==> config.mk <==
export PLATFORM = sky130hd
export DESIGN_NAME = cadc_enc
export DESIGN_NICKNAME = d
export VERILOG_FILES = /design/src/rtl/cadc_pkg.sv /design/src/rtl/cadc_enc_stage.sv /design/src/rtl/cadc_enc.sv
export SDC_FILE = /design/constraint.sdc
export NUM_CORES = 1
export LEC_CHECK = 0
export BUFFER_PORTS_ARGS = -buffer_cell sky130_fd_sc_hd__clkbuf_2
export CAP_MARGIN = 0
export CORE_MARGIN = 4
export CORE_UTILIZATION = 50
export DETAILED_ROUTE_END_ITERATION = 12
export MAX_ROUTING_LAYER = met4
export PLACE_DENSITY = 0.71
export SLEW_MARGIN = 20
export SYNTH_ARGS = -nofsm -noshare
export SYNTH_HDL_FRONTEND = slang
export SYNTH_SLANG_ARGS = --single-unit
==> constraint.sdc <==
create_clock -name clk -period 2.1 [get_ports clk]
set_input_delay 0.42 -clock clk [delete_from_list [all_inputs] [get_ports clk]]
set_output_delay 0.42 -clock clk [all_outputs]
set_load 0.01 [all_outputs]
==> src/rtl/cadc_pkg.sv <==
// Shared constants and types for the cadc_enc redundant-digit encoder.
// The optional per-sample clamp flag is enabled with CADC_ENC_OVR_EN.
package cadc_pkg;

    localparam int CADC_NSTAGE = 7;

    typedef logic [1:0]        dig_t;
    typedef logic signed [8:0] res_t;

    localparam dig_t DIG_P1 = 2'b01;
    localparam dig_t DIG_M1 = 2'b11;
    localparam dig_t DIG_Z  = 2'b00;

    localparam logic signed [7:0] RAMP_MIN      = -8'sd127;
    localparam logic signed [7:0] RAMP_MAX      = 8'sd127;
    localparam logic signed [7:0] SAMPLE_NEG_FS = 8'sh80;

    function automatic int stage_weight(input int i);
        return 32'sd1 << (32'sd6 - i);
    endfunction

endpackage

==> src/rtl/cadc_enc_stage.sv <==
// One redundant-digit stage: compares twice the residue against its weight,
// registers the digit, the reduced residue and (with CADC_ENC_OVR_EN) the clamp flag.
module cadc_enc_stage
    import cadc_pkg::*;
#(
    parameter int W = 64
) (
    input  logic clk,
    input  logic rstn,
    input  res_t i_res,
`ifdef CADC_ENC_OVR_EN
    input  logic i_flag,
    output logic o_flag,
`endif
    output dig_t o_dig,
    output res_t o_res
);

    localparam logic signed [9:0] W_S = 10'(W);
    localparam res_t              W_R = res_t'(W);

    logic signed [9:0] w_twice;
    dig_t              w_dig;
    res_t              w_res_nxt;
    dig_t              r_dig;
    res_t              r_res;

    assign w_twice = {i_res, 1'b0};

    // Digit selection: strictly-inside band keeps the residue unchanged.
    always_comb begin
        w_dig     = DIG_Z;
        w_res_nxt = i_res;
        if (w_twice >= W_S) begin
            w_dig     = DIG_P1;
            w_res_nxt = i_res - W_R;
        end else if (w_twice <= -W_S) begin
            w_dig     = DIG_M1;
            w_res_nxt = i_res + W_R;
        end else begin
            w_dig     = DIG_Z;
            w_res_nxt = i_res;
        end
    end

    // Digit and residue registers.
    always_ff @(posedge clk or negedge rstn) begin
        if (!rstn) begin
            r_dig <= DIG_Z;
            r_res <= 9'sd0;
        end else begin
            r_dig <= w_dig;
            r_res <= w_res_nxt;
        end
    end

`ifdef CADC_ENC_OVR_EN
    logic r_flag;

    // Clamp flag travels alongside the residue of the same sample.
    always_ff @(posedge clk or negedge rstn) begin
        if (!rstn) begin
            r_flag <= 1'b0;
        end else begin
            r_flag <= i_flag;
        end
    end

    assign o_flag = r_flag;
`endif

    assign o_dig = r_dig;
    assign o_res = r_res;

endmodule

==> src/rtl/cadc_enc.sv <==
// cadc_enc top: sample mux, -128 clamp, ramp test pattern and the 7-stage digit pipeline.
// Define CADC_ENC_OVR_EN to add the ovr port reporting clamped samples.
module cadc_enc
    import cadc_pkg::*;
(
    input  logic              clk,
    input  logic              rstn,
    input  logic signed [7:0] vin,
    input  logic              vin_vld,
    input  logic              tp_en,
    output dig_t              dig_raw [CADC_NSTAGE]
`ifdef CADC_ENC_OVR_EN
    ,
    output logic              ovr
`endif
);

    logic signed [7:0] r_ramp;
    logic signed [7:0] w_sel;
    logic signed [7:0] w_samp;
    res_t              w_res_chain [CADC_NSTAGE+1];

    // Ramp counter skips -128 so the period is 255 samples.
    always_ff @(posedge clk or negedge rstn) begin
        if (!rstn) begin
            r_ramp <= RAMP_MIN;
        end else if (tp_en) begin
            r_ramp <= (r_ramp == RAMP_MAX) ? RAMP_MIN : r_ramp + 8'sd1;
        end else begin
            r_ramp <= r_ramp;
        end
    end

    // Stage 0 sample selection.
    always_comb begin
        w_sel = 8'sd0;
        if (tp_en) begin
            w_sel = r_ramp;
        end else if (vin_vld) begin
            w_sel = vin;
        end else begin
            w_sel = 8'sd0;
        end
    end

    assign w_samp         = (w_sel == SAMPLE_NEG_FS) ? RAMP_MIN : w_sel;
    assign w_res_chain[0] = res_t'(w_samp);

`ifdef CADC_ENC_OVR_EN
    logic w_flag_chain [CADC_NSTAGE+1];

    assign w_flag_chain[0] = !tp_en && (w_sel == SAMPLE_NEG_FS);
    assign ovr             = w_flag_chain[CADC_NSTAGE];
`endif

    for (genvar g = 0; g < CADC_NSTAGE; g++) begin : g_stage
        cadc_enc_stage #(
            .W(stage_weight(g))
        ) u_stage (
            .clk   (clk),
            .rstn  (rstn),
            .i_res (w_res_chain[g]),
`ifdef CADC_ENC_OVR_EN
            .i_flag(w_flag_chain[g]),
            .o_flag(w_flag_chain[g+1]),
`endif
            .o_dig (dig_raw[g]),
            .o_res (w_res_chain[g+1])
        );
    end

endmodule

# Yosys cells after proc, flatten, opt, wreduce, memory -nomap -nowiden
# Index checks and enable logic that the tools add are counted.
[classes] muxes=30 eq_ne=2 add_sub_neg=13 n_lt_le_gt_ge=14
[ops] operator="two-way mux 9 bit" n=12
[ops] operator="two-way mux 8 bit" n=4
[ops] operator="two-way mux 2 bit" n=14
[ops] operator="== test 8 bit, second input constant" n=2
[ops] operator="greater-or-equal comparator 10 x 2 -> 1 bit, second input constant" n=1
[ops] operator="greater-or-equal comparator 10 x 3 -> 1 bit, second input constant" n=1
[ops] operator="greater-or-equal comparator 10 x 4 -> 1 bit, second input constant" n=1
[ops] operator="greater-or-equal comparator 10 x 5 -> 1 bit, second input constant" n=1
[ops] operator="greater-or-equal comparator 10 x 6 -> 1 bit, second input constant" n=1
[ops] operator="greater-or-equal comparator 10 x 7 -> 1 bit, second input constant" n=1
[ops] operator="<= comparator 10 x 1 -> 1 bit, second input constant" n=1
[ops] operator="<= comparator 10 x 2 -> 1 bit, second input constant" n=1
[ops] operator="<= comparator 10 x 3 -> 1 bit, second input constant" n=1
[ops] operator="<= comparator 10 x 4 -> 1 bit, second input constant" n=1
[ops] operator="<= comparator 10 x 5 -> 1 bit, second input constant" n=1
[ops] operator="<= comparator 10 x 6 -> 1 bit, second input constant" n=1
[ops] operator="adder 8 x 8 -> 9 bit, second input constant" n=1
[ops] operator="adder 9 x 3 -> 9 bit, second input constant" n=1
[ops] operator="adder 9 x 4 -> 9 bit, second input constant" n=1
[ops] operator="adder 9 x 5 -> 9 bit, second input constant" n=1
[ops] operator="adder 9 x 6 -> 9 bit, second input constant" n=1
[ops] operator="adder 9 x 7 -> 9 bit, second input constant" n=1
[ops] operator="greater-or-equal comparator 9 x 8 -> 1 bit, second input constant" n=1
[ops] operator="<= comparator 9 x 7 -> 1 bit, second input constant" n=1
[ops] operator="7 further kinds" n=7
[word_totals] register_bits=76 output_inout_bits=14 wordCells=73 input_bits=12

# Longest topological paths before layout
# Gate-level depths: netlist of run 1.
[depth] ltp_word=7 ltp_mapped=9 mapped_depth_nobuf=8

# By module
# Synthesis of run 1 repeated with hierarchy kept, for this count alone.
[hier_totals] cells_unflattened=448 area_unflattened_um2=4650.7
[modules_own_cells] module="cadc_enc_stage (g_stage[5].u_stage)" seq_area_each_um2=275.3 cells_per_inst=81 instances=1 area_per_inst_um2=715.7
[modules_own_cells] module="cadc_enc_stage (g_stage[3].u_stage)" seq_area_each_um2=275.3 cells_per_inst=59 instances=1 area_per_inst_um2=650.6
[modules_own_cells] module="cadc_enc_stage (g_stage[6].u_stage)" seq_area_each_um2=275.3 cells_per_inst=61 instances=1 area_per_inst_um2=633.1
[modules_own_cells] module="cadc_enc_stage (g_stage[4].u_stage)" seq_area_each_um2=275.3 cells_per_inst=57 instances=1 area_per_inst_um2=596.8
[modules_own_cells] module="cadc_enc" seq_area_each_um2=202.7 cells_per_inst=64 instances=1 area_per_inst_um2=569.3
[modules_own_cells] module="cadc_enc_stage (g_stage[2].u_stage)" seq_area_each_um2=275.3 cells_per_inst=46 instances=1 area_per_inst_um2=530.5
[modules_own_cells] module="cadc_enc_stage (g_stage[1].u_stage)" seq_area_each_um2=275.3 cells_per_inst=44 instances=1 area_per_inst_um2=514.2
[modules_own_cells] module="cadc_enc_stage (g_stage[0].u_stage)" seq_area_each_um2=275.3 cells_per_inst=36 instances=1 area_per_inst_um2=440.4

# Worst setup path before layout of run 1
# Ideal clock, no wire load.
[synth_timing] path_type="flip-flop to flip-flop" from="register g_stage[4].u_stage.r_res[4]" to="register g_stage[5].u_stage.r_res[2]" synth_period_minus_slack_ps=2234 arrival_ps=2108 setup_slack_ps=-134 stages_incl_launch_ff=9 setup_time_ps=126 t_required_ps=1974 n_path_buf=1 cell_sequence="dfrtp_1 -> buf_4 -> and4_4 -> nand3_4 -> nor3_1 -> ha_1 -> or4b_4 -> and4_4 -> a311o_1"
[synth_via] elab_chain_len=3 elab_cells_between_ends=4 classes_between="2 x order compare; 2 x mux"
[synth_rtl] element="start, declared" line_no="cadc_enc_stage.sv:26" source="res_t r_res;"
[synth_rtl] element="start signal, assigned" line_no="cadc_enc_stage.sv:53" source="r_res <= w_res_nxt;"
[synth_rtl] element="<= comparator 10 x 2 -> 1 bit" line_no="cadc_enc_stage.sv:37" source="end else if (w_twice <= -W_S) begin"
[synth_rtl] element="two-way mux 9 bit" line_no="cadc_enc_stage.sv:37"
[synth_rtl] element="two-way mux 9 bit (*)" line_no="cadc_enc_stage.sv:34" source="if (w_twice >= W_S) begin"
[synth_rtl] element="via g_stage[5].u_stage.w_res_nxt[2]" line_no="cadc_enc_stage.sv:24" source="res_t w_res_nxt;"
[synth_rtl] element="end signal, assigned" line_no="cadc_enc_stage.sv:53"
[synth_rtl] element="end, declared" line_no="cadc_enc_stage.sv:26"
# The timed path passes the listed nets; every way through them passes the cells marked *.
# A chain may end at the register's enable or synchronous reset.

# Worst setup path after layout of run 1
[layout_timing] from="register g_stage[4].u_stage.r_res[1]" to="register g_stage[5].u_stage.r_res[2]"
[layout_via] elab_chain_len=3 elab_cells_between_ends=6 classes_between="2 x add/sub; 2 x order compare; 2 x mux"
[layout_rtl] element="adder 9 x 3 -> 9 bit / <= comparator 10 x 2 -> 1 bit (equally long branches)" line_no="cadc_enc_stage.sv:39, cadc_enc_stage.sv:37"
[layout_rtl] element="two-way mux 9 bit" line_no="cadc_enc_stage.sv:37"
[layout_rtl] element="two-way mux 9 bit (*)" line_no="cadc_enc_stage.sv:34"
[layout_rtl] element="via g_stage[5].u_stage.w_res_nxt[2]" line_no="cadc_enc_stage.sv:24"
# Marked as above.

==> out/results.tsv, run 1 <==
stage	metric	value	unit
status	outcome	finished, final reports clean	
clock_network	clockRootBuffer	clkbuf_8	
power_and_ir_drop	p_per_area	1380	nW/um2
yosys	synth_edf_count	0	
clock_network	clkLatencyLatePin	0.34	ns
sta	tightest_slew	0.587	ns
grt	grt_max_degree	45	
sta	fin_crit	2.08	ns
drt	wl_per_cell	14.4	um
sta	setup_ws	0.0162	ns
drt	totalWireLength	7.41	mm
yosys	synthArstFlopShare	100	%
final_layout	fin_util	61.9	%
floorplan	die_area	8910	um2
critical_path	worstPathMaxFanout	5	
power_and_ir_drop	fin_total_pwr	6.21	mW
drt	drc	0	
floorplan	io_pins	26	
drt	vias	2907	
clock_network	tritoncts	built	
yosys	yosysSeqAreaShare	51.1	%
grt	grt_antenna_before_repair	0	
power_and_ir_drop	intPower	3.90	mW
drt	ant_nets	0	
yosys	synth.area.top_cells	dfrtp_1 50%, ha_1 5.7%, xnor2_1 3.8%, nor2_1 2.9%, a21oi_1 2.7%	
grt	track_usage	18.6	%
yosys	yosys-top-cells-count	74 x dfrtp_1, 29 x nor2_1, 21 x inv_1	
clock_network	cts-htree-levels	3	
floorplan	dieWidth	94.4	um
final_layout	multi_input_area	1790	um2
yosys	synth.cell_area	3730	um2
sta	finalSetupViolCount	0	
floorplan	coreArea	7250	um2
power_and_ir_drop	power_switching	2.31	mW
grt	grt_pass1_vias	2817	
drt	highest_layer	met4	
sta	rsz0062_at_grt	yes	
placement	place.gp.congestion	0.921	
yosys	synth.distinct_cells	61	
final_layout	antennaDiodeCount	0	
sta	hold_viol_final	0	
final_layout	fill_cells	601	
yosys	yosysMostFrequentCell	dfrtp_1	
power_and_ir_drop	power_frac_seq	41.1	%
power_and_ir_drop	clkPwrFrac	20.5	%
yosys	synth_seq_cells	76	
yosys	ys.flop_type	dfrtp_1	
min_path	hp-class	input pin to async pin	
critical_path	startpoint_type	register	
yosys	yosysWarnings	0	
power_and_ir_drop	switching_share	37.2	%
grt	grt_pass1_wl	12.6	mm
floorplan	std_cell_rows	31	
clock_network	clockBufferDepth	2	
yosys	synth_area_leader_cell	dfrtp_1	
sta	whs	0.0381	ns
power_and_ir_drop	peakVddDrop	519	uV
critical_path	cp-end-kind	register	
yosys	post_synth_inst_count	353	
final_layout	drive_gt1_share	22.8	%
sta	clock_skew	0.00575	ns
flow_run	drv_cap	0	
floorplan	initial_utilization	51.4	%
drt	drt_iter0_markers	94	
drt	firstDrtPassIters	4	
floorplan	die-height	94.4	um
placement	io_buffers	25	
critical_path	critical_path_required	2.34	ns
drt	wl_met3	321	um
placement	dp_slack	-0.0557	ns
sta	maxSlewHeadroom	60.3	%
yosys	synth_area_per_cell	10.6	um2
power_and_ir_drop	power_frac_comb	38.4	%
grt	overflow	0	
power_and_ir_drop	p_leak	1.97	nW
sta	max_freq	480	MHz
clock_network	cts_made_buffers	9	
final_layout	nets	440	
final_layout	syn_to_final_growth	20.3	%
clock_network	clock_sinks	76	
placement	hpwl	5.41	mm
sta	fin_tns_setup	0	ns
drt	wl_met1	3.03	mm
critical_path	critPathKind	register to register	
drt	wl_met2	3.88	mm
sta	period_share	99.2	%
sta	final-max-slew-violation-count	0	
drt	via_per_inst	5.64	
critical_path	worstPathArrival	2.32	ns
yosys	yosysTopAreaCellShare	49.6	%
clock_network	clk_pin_slew_worst_paths	0.08	ns
final_layout	seq_area	1910	um2
yosys	syn_nets	382	
[final timing paths]
kind	start	end	slack, ns	cells past startpoint
worst min register to register	g_stage[2].u_stage.o_res[0]	g_stage[3].u_stage.o_res[0]	0.37	0
worst max register to register	g_stage[4].u_stage.o_res[1]	g_stage[5].u_stage.o_res[2]	0.02	6
min in group clk	vin[2]	g_stage[0].u_stage.o_res[2]	0.31	2
worst max-delay path	g_stage[4].u_stage.o_res[1]	g_stage[5].u_stage.o_res[2]	0.02	6
max in group asynchronous	rstn	r_ramp[0]	1.45	2
worst min-delay path	rstn	g_stage[5].u_stage.o_res[8]	0.04	1
[registers in the layout, summed over array words and instances (netlist names)]
| register | count |
|---|---|
| g_stage.u_stage.o_res | 54 |
| g_stage.u_stage.o_dig | 14 |
| r_ramp | 8 |
[power by group through the flow]
stage / combinational (mW) / clock (mW) / sequential (mW)
after floorplan: 1.55 / 0 / 2.51
after global routing: 2.64 / 1.37 / 2.64
after global placement: 2.21 / 0 / 2.56
after CTS: 2.31 / 1.29 / 2.54
final: 2.38 / 1.27 / 2.55
after detailed placement: 2.28 / 0 / 2.57
[cells by family (layout without fill, tap and decap cells)]
kind of cell / Yosys count / in the layout / synth area share (%)
xor gates and xnor gates: 22 / 22 / 5.17
buffers and inverters: 29 / 92 / 3.19
and+or+nand+nor: 116 / 116 / 17.1
DFF: 76 / 76 / 51.1
AOI/OAI and AO/OA: 90 / 90 / 16.9
muxes: 3 / 3 / 0.872
adders and majority gates: 17 / 17 / 5.70
[cell usage in the layout (no fill, tap or decap), drive strengths merged, types with 4 or more instances in the layout]
| master | count |
|---|---|
| nor3 | 15 |
| a21oi | 20 |
| and2 | 4 |
| a22o | 5 |
| nand4 | 5 |
| nor2 | 29 |
| nor4 | 6 |
| nor4b | 4 |
| ha | 17 |
| a22oi | 6 |
| nand3 | 12 |
| nand2b | 6 |
| dfrtp | 74 |
| nand2 | 19 |
| clkbuf | 36 |
| o31a | 4 |
| a31oi | 7 |
| o22ai | 4 |
| xnor2 | 16 |
| o21ai | 12 |
| xor2 | 6 |
| inv | 21 |
| buf | 31 |
[stage by stage]
step	area (um2)	std cells
6_report	4490	515
5_1_grt	4490	515
4_1_cts	4400	514
3_5_place_dp	4160	497
3_3_place_gp	4160	497
2_1_floorplan	3740	353
[critical path, stage by stage, from the launching register on]
cell and delay (ns):
dfrtp_2 0.44, ha_1 0.22, and2_1 0.18, xnor2_1 0.17
or4b_4 0.53, and4_4 0.16, a311o_1 0.27
[what timing repair did]
item | 4_1_cts | 5_1_grt
hold endpoints to repair | 0 | 0
pin swaps | 2 | 1
hold buffers | 0 | 0
buffers inserted | 1 | 1
endpoints found under the setup margin | 3 | 12
cloned | 0 | 0
gates resized for setup | 1 | 14
[layer usage]
layer,track usage (%),up-vias
met4,9.27,0
met2,31.4,72
met1,21.1,1407
li1,-,1405
met3,3.67,23
met5,-,-
[layout make-up]
cell class	instances	share of cell area [%]
repair buffers	55	7.86
inverters	21	1.76
well taps	99	2.76
multi-input cells	248	39.9
clock buffers	12	3.68
flip-flops and latches	76	42.5
clock inverters	4	1.56
(Power assumes the default switching activity.)
==> run 2, diff against run 1 <==
--- a/config.mk
+++ b/config.mk
@@ -12,7 +12,9 @@
 export DETAILED_ROUTE_END_ITERATION = 12
 export MAX_ROUTING_LAYER = met4
 export PLACE_DENSITY = 0.71
+export SETUP_SLACK_MARGIN = 0.3
 export SLEW_MARGIN = 20
 export SYNTH_ARGS = -nofsm -noshare
 export SYNTH_HDL_FRONTEND = slang
 export SYNTH_SLANG_ARGS = --single-unit
+export TNS_END_PERCENT = 1
==> out/results.tsv, run 2 (synthesized netlist as in run 1, its figures left out) <==
stage	metric	value	unit	change
grt	grt_antenna_before_repair	0		unchanged
sta	clock_skew	0.0106	ns	was 0.00575 ns
final_layout	syn_to_final_growth	19.5	%	was 20.3%
sta	final-max-slew-violation-count	0		unchanged
grt	grt_max_degree	43		was 45
clock_network	cts-htree-levels	3		unchanged
power_and_ir_drop	p_leak	1.94	nW	was 1.97 nW
clock_network	clkLatencyLatePin	0.34	ns	about the same
power_and_ir_drop	switching_share	37.6	%	was 37.2%
final_layout	multi_input_area	1790	um2	about the same
power_and_ir_drop	power_switching	2.32	mW	was 2.31 mW
grt	grt_pass1_wl	12.9	mm	was 12.6 mm
sta	maxSlewHeadroom	58.7	%	was 60.3%
clock_network	clockBufferDepth	2		unchanged
final_layout	final_common_cell	dfrtp_1		unchanged
grt	overflow	0		unchanged
placement	place.gp.congestion	0.934		was 0.921
clock_network	cts_made_buffers	9		unchanged
clock_network	ctsHoldBuffers	0		unchanged
placement	placedCellCount	492		was 497
power_and_ir_drop	power_frac_comb	38.3	%	was 38.4%
flow_run	drv_cap	0		unchanged
grt	track_usage	19.0	%	was 18.6%
critical_path	startpoint_type	register		unchanged
clock_network	clockRootBuffer	clkbuf_8		unchanged
final_layout	drive_gt1_share	21.4	%	was 22.8%
floorplan	dieWidth	94.4	um	unchanged
floorplan	die_area	8910	um2	unchanged
final_layout	finalNonFillerCells	510		was 515
drt	drt_iter0_markers	115		was 94
drt	vias	2841		was 2907
power_and_ir_drop	peakVddDrop	576	uV	was 519 uV
floorplan	std_cell_rows	31		unchanged
critical_path	critPathKind	register to register		unchanged
status	outcome	finished, final reports clean		unchanged
final_layout	antennaDiodeCount	0		unchanged
clock_network	tritoncts	built		unchanged
critical_path	cp-end-kind	register		unchanged
sta	period_share	98.7	%	was 99.2%
final_layout	layout_common_cells	74 x dfrtp_1, 29 x nor2_1, 25 x buf_4		was 73 x dfrtp_1, 31 x buf_4, 29 x nor2_1
drt	wl_per_cell	14.5	um	was 14.4 um
clock_network	clock_sinks	76		unchanged
sta	rsz0062_at_grt	yes		unchanged
drt	firstDrtPassIters	4		unchanged
placement	hpwl	5.45	mm	was 5.41 mm
critical_path	worstPathArrival	2.31	ns	was 2.32 ns
final_layout	fill_cells	621		was 601
critical_path	worstPathMaxFanout	6		was 5
floorplan	io_pins	26		unchanged
clock_network	clk_pin_slew_worst_paths	0.08	ns	about the same
final_layout	nets	435		was 440
sta	fin_crit	2.07	ns	was 2.08 ns
drt	via_per_inst	5.57		was 5.64
grt	grt_pass1_vias	2930		was 2817
drt	totalWireLength	7.39	mm	was 7.41 mm
placement	io_buffers	25		unchanged
floorplan	coreArea	7250	um2	unchanged
final_layout	seq_area	1900	um2	was 1910 um2
sta	finalSetupViolCount	0		unchanged
sta	whs	0.0154	ns	was 0.0381 ns
sta	max_freq	483	MHz	was 480 MHz
power_and_ir_drop	clkPwrFrac	20.2	%	was 20.5%
power_and_ir_drop	p_per_area	1380	nW/um2	about the same
sta	tightest_slew	0.620	ns	was 0.587 ns
drt	drc	0		unchanged
critical_path	critical_path_required	2.33	ns	was 2.34 ns
final_layout	largest_reg_flops	54		unchanged
floorplan	initial_utilization	51.4	%	unchanged
floorplan	die-height	94.4	um	unchanged
sta	hold_viol_final	0		unchanged
min_path	hp-class	input pin to async pin		unchanged
power_and_ir_drop	power_frac_seq	41.5	%	was 41.1%
power_and_ir_drop	intPower	3.85	mW	was 3.90 mW
drt	ant_nets	0		unchanged
## run 2: power by group through the flow
stage / clock network, mW / registers, mW / logic, mW
detailed placement: 0 / 2.57 / 2.25
global placement: 0 / 2.55 / 2.18
floorplan: 0 / 2.51 / 1.55
global route: 1.36 / 2.64 / 2.63
CTS: 1.28 / 2.55 / 2.33
finish: 1.25 / 2.56 / 2.36
## run 2: final cells by class
type / count / area share, %
Clock buffer: 13 / 3.57
Clock inverter: 3 / 1.54
Inverter: 21 / 1.77
Multi-Input combinational cell: 248 / 40.3
Sequential cell: 76 / 42.7
Tap cell: 99 / 2.78
Timing Repair Buffer: 50 / 7.36
## run 2: worst paths after layout
kind / start / depth (start not counted) / to / slack [ns]
setup / recovery: g_stage[4].u_stage.o_res[4] / 7 / g_stage[5].u_stage.o_res[7] / 0.03
hold / removal: rstn / 1 / g_stage[5].u_stage.o_res[3] / 0.02
setup reg to reg: g_stage[4].u_stage.o_res[4] / 7 / g_stage[5].u_stage.o_res[7] / 0.03
hold reg to reg: g_stage[0].u_stage.o_res[0] / 0 / g_stage[1].u_stage.o_res[0] / 0.38
max in group asynchronous: rstn / 2 / r_ramp[0] / 1.45
min in group clk: vin[2] / 2 / g_stage[0].u_stage.o_res[2] / 0.32
## run 2: stage by stage
| stage | power, mW | TNS, ns | cell area (um2) | setup WS, ns | utilization [%] |
|---|---|---|---|---|---|
| final | 6.16 | 0 | 4460 | 0.0277 | 61.4 |
| after detailed placement | 4.82 | -0.111 | 4130 | -0.0951 | 57.0 |
| after floorplan | 4.07 | -0.133 | 3740 | -0.0796 | - |
| after global placement | 4.73 | 0 | 4130 | 0.0201 | 57.0 |
| after global routing | 6.62 | -0.209 | 4460 | -0.0564 | 61.4 |
| after CTS | 6.16 | 0 | 4420 | 0.0441 | 60.9 |
## run 2: timing repair
item / in CTS / in global routing
gates resized for setup: 8 / 7
pin swaps: 2 / 1
setup buffers: 2 / 0
setup endpoints to repair: 16 / 26
hold endpoints to repair: 0 / 0
gates cloned: 0 / 0
## run 2: per-layer routing
metal	global-route usage (%)	up-vias	share of wire, %
li1	-	1407	-
met1	21.3	1370	42
met2	33.5	53	54
met3	3.43	11	3.1
met4	8.06	0	1.6
met5	-	-	0
## run 2: critical path, cell delays in order (launching register included)
cell and delay, ns:
dfrtp_1 0.36, and4_4 0.26, nand3_4 0.09, nor3_4 0.14, ha_4 0.25, or3_1 0.36
a31oi_1 0.15, mux2_2 0.35
==> run 3, diff against run 2 <==
--- a/config.mk
+++ b/config.mk
@@ -10,8 +10,9 @@
 export CORE_MARGIN = 4
 export CORE_UTILIZATION = 50
 export DETAILED_ROUTE_END_ITERATION = 12
+export GPL_TIMING_DRIVEN = 0
 export MAX_ROUTING_LAYER = met4
-export PLACE_DENSITY = 0.71
+export PLACE_DENSITY = 0.82
 export SETUP_SLACK_MARGIN = 0.3
 export SLEW_MARGIN = 20
 export SYNTH_ARGS = -nofsm -noshare
==> out/results.tsv, run 3 (synthesized netlist as in run 1, its figures left out) <==
stage	metric	value	unit	change
clock_network	cts_made_buffers	9		unchanged
sta	rsz0062_at_grt	yes		unchanged
drt	vias	2890		was 2841
critical_path	worst_path_largest_cell_delay	0.51	ns	was 0.36 ns
drt	via_per_inst	5.79		was 5.57
final_layout	fin_util	61.5	%	was 61.4%
critical_path	worstPathArrival	2.44	ns	was 2.31 ns
critical_path	worstPathMaxFanout	8		was 6
final_layout	fill_cells	586		was 621
drt	ant_nets	0		unchanged
floorplan	io_pins	26		unchanged
grt	track_usage	17.4	%	was 19.0%
sta	maxSlewHeadroom	68.7	%	was 58.7%
sta	setup_ws	-0.112	ns	was 0.0277 ns
final_layout	final_common_cell	dfrtp_1		unchanged
power_and_ir_drop	p_leak	1.87	nW	was 1.94 nW
critical_path	cp-end-kind	register		unchanged
floorplan	coreArea	7250	um2	unchanged
drt	drt_iter0_markers	127		was 115
final_layout	seq_area	1910	um2	was 1900 um2
drt	firstDrtPassIters	4		unchanged
clock_network	clkLatencyLatePin	0.34	ns	about the same
critical_path	critPathKind	register to register		unchanged
final_layout	antennaDiodeCount	0		unchanged
power_and_ir_drop	peakVddDrop	665	uV	was 576 uV
sta	tightest_slew	0.466	ns	was 0.620 ns
drt	drc	0		unchanged
final_layout	multi_input_area	1880	um2	was 1790 um2
clock_network	cts-htree-levels	3		unchanged
placement	place.gp.congestion	0.905		was 0.934
sta	period_share	105	%	was 98.7%
clock_network	tritoncts	built		unchanged
sta	fin_crit	2.21	ns	was 2.07 ns
critical_path	cpLargestDelayFamily	simple AND/OR/NAND/NOR gates		unchanged
drt	wl_per_cell	14.6	um	was 14.5 um
power_and_ir_drop	p_per_area	1380	nW/um2	about the same
grt	grt_pass1_vias	2808		was 2930
status	outcome	complete, but fails checks		was finished, final reports clean
clock_network	ctsHoldBuffers	0		unchanged
min_path	hp-class	input pin to async pin		unchanged
sta	hold_viol_final	0		unchanged
flow_run	drv_cap	0		unchanged
placement	hpwl	5.11	mm	was 5.45 mm
final_layout	largest_reg_flops	54		unchanged
grt	grt_pass1_wl	12.0	mm	was 12.9 mm
floorplan	dieWidth	94.4	um	unchanged
sta	final-max-slew-violation-count	0		unchanged
final_layout	drive_gt1_share	24.5	%	was 21.4%
final_layout	syn_to_final_growth	19.5	%	about the same
final_layout	nets	424		was 435
critical_path	path_buf_inv	1		was 0
critical_path	slowest_stage	or4b_4		was dfrtp_1
placement	dp_slack	-0.231	ns	was -0.0951 ns
critical_path	crit_chain	buf_6 -> and4_4 -> nand3_4 -> nor3_4 -> ha_4 -> or4b_4 -> and4_4 -> a311o_1		was and4_4 -> nand3_4 -> nor3_4 -> ha_4 -> or3_1 -> a31oi_1 -> mux2_2
critical_path	critical_path_required	2.32	ns	was 2.33 ns
sta	whs	0.0178	ns	was 0.0154 ns
floorplan	initial_utilization	51.4	%	unchanged
clock_network	clockRootBuffer	clkbuf_8		unchanged
critical_path	startpoint_type	register		unchanged
drt	totalWireLength	7.30	mm	was 7.39 mm
sta	clock_skew	0.00976	ns	was 0.0106 ns
clock_network	clockBufferDepth	2		unchanged
floorplan	die-height	94.4	um	unchanged
floorplan	die_area	8910	um2	unchanged
grt	grt_antenna_before_repair	0		unchanged
sta	max_freq	452	MHz	was 483 MHz
floorplan	std_cell_rows	31		unchanged
placement	io_buffers	24		was 25
final_layout	layout_common_cells	67 x dfrtp_1, 29 x nor2_1, 24 x clkbuf_2		was 74 x dfrtp_1, 29 x nor2_1, 25 x buf_4
critical_path	crit_top_cell	and4_4		
clock_network	clock_sinks	76		unchanged
status	violations	setup timing		
sta	finalSetupViolCount	4		was 0
sta	fin_tns_setup	-0.203	ns	was 0 ns
grt	grt_max_degree	51		was 43
grt	overflow	0		unchanged
clock_network	clk_pin_slew_worst_paths	0.08	ns	about the same
==> run 3: layout make-up <==
class | instances | share of cell area, %
Clock inverter | 5 | 1.74
Sequential cell | 76 | 42.9
Buffer | 8 | 1.18
Multi-Input combinational cell | 248 | 42.2
Timing Repair Buffer | 31 | 4.38
Tap cell | 99 | 2.78
Clock buffer | 11 | 2.95
Inverter | 21 | 1.82
==> run 3: per-layer routing <==
| layer | part of all wire [%] | up-vias | GRT usage (%) |
|---|---|---|---|
| met5 | 0 | - | - |
| met4 | 1.2 | 0 | 6.50 |
| met3 | 4.1 | 10 | 3.43 |
| met2 | 55 | 79 | 31.2 |
| met1 | 40 | 1420 | 19.1 |
| li1 | - | 1381 | - |
==> run 3: through the flow <==
step	power [mW]	instances	area [um2]
floorplan	4.07	353	3740
global placement	4.55	476	3980
detailed placement	4.68	477	4010
CTS	6.00	499	4320
global route	6.57	499	4460
finish	6.15	499	4460
==> run 3: final timing paths <==
| check | startpoint | end | cells past startpoint | slack (ns) |
|---|---|---|---|---|
| worst min-delay path | rstn | g_stage[5].u_stage.o_dig[0] | 1 | 0.02 |
| max in group asynchronous | rstn | r_ramp[0] | 2 | 1.46 |
| worst max register to register | g_stage[4].u_stage.o_res[3] | g_stage[5].u_stage.o_res[2] | 8 | -0.11 |
| worst max-delay path | g_stage[4].u_stage.o_res[3] | g_stage[5].u_stage.o_res[2] | 8 | -0.11 |
| worst min register to register | g_stage[1].u_stage.o_res[2] | g_stage[2].u_stage.o_res[2] | 0 | 0.38 |
| min in group clk | vin[2] | g_stage[0].u_stage.o_res[2] | 2 | 0.32 |
==> run 3: report_power, final <==
| group | total (mW) | internal, mW | switching [mW] |
|---|---|---|---|
| clock network | 1.17 | 0.666 | 0.509 |
| registers | 2.66 | 2.04 | 0.618 |
| logic | 2.32 | 1.07 | 1.25 |
| total | 6.15 | 3.78 | 2.37 |
==> run 3: timing repair <==
item	CTS	global route
setup buffers	6	0
pin swaps	6	17
resized for setup	14	38
setup endpoints to repair	19	31
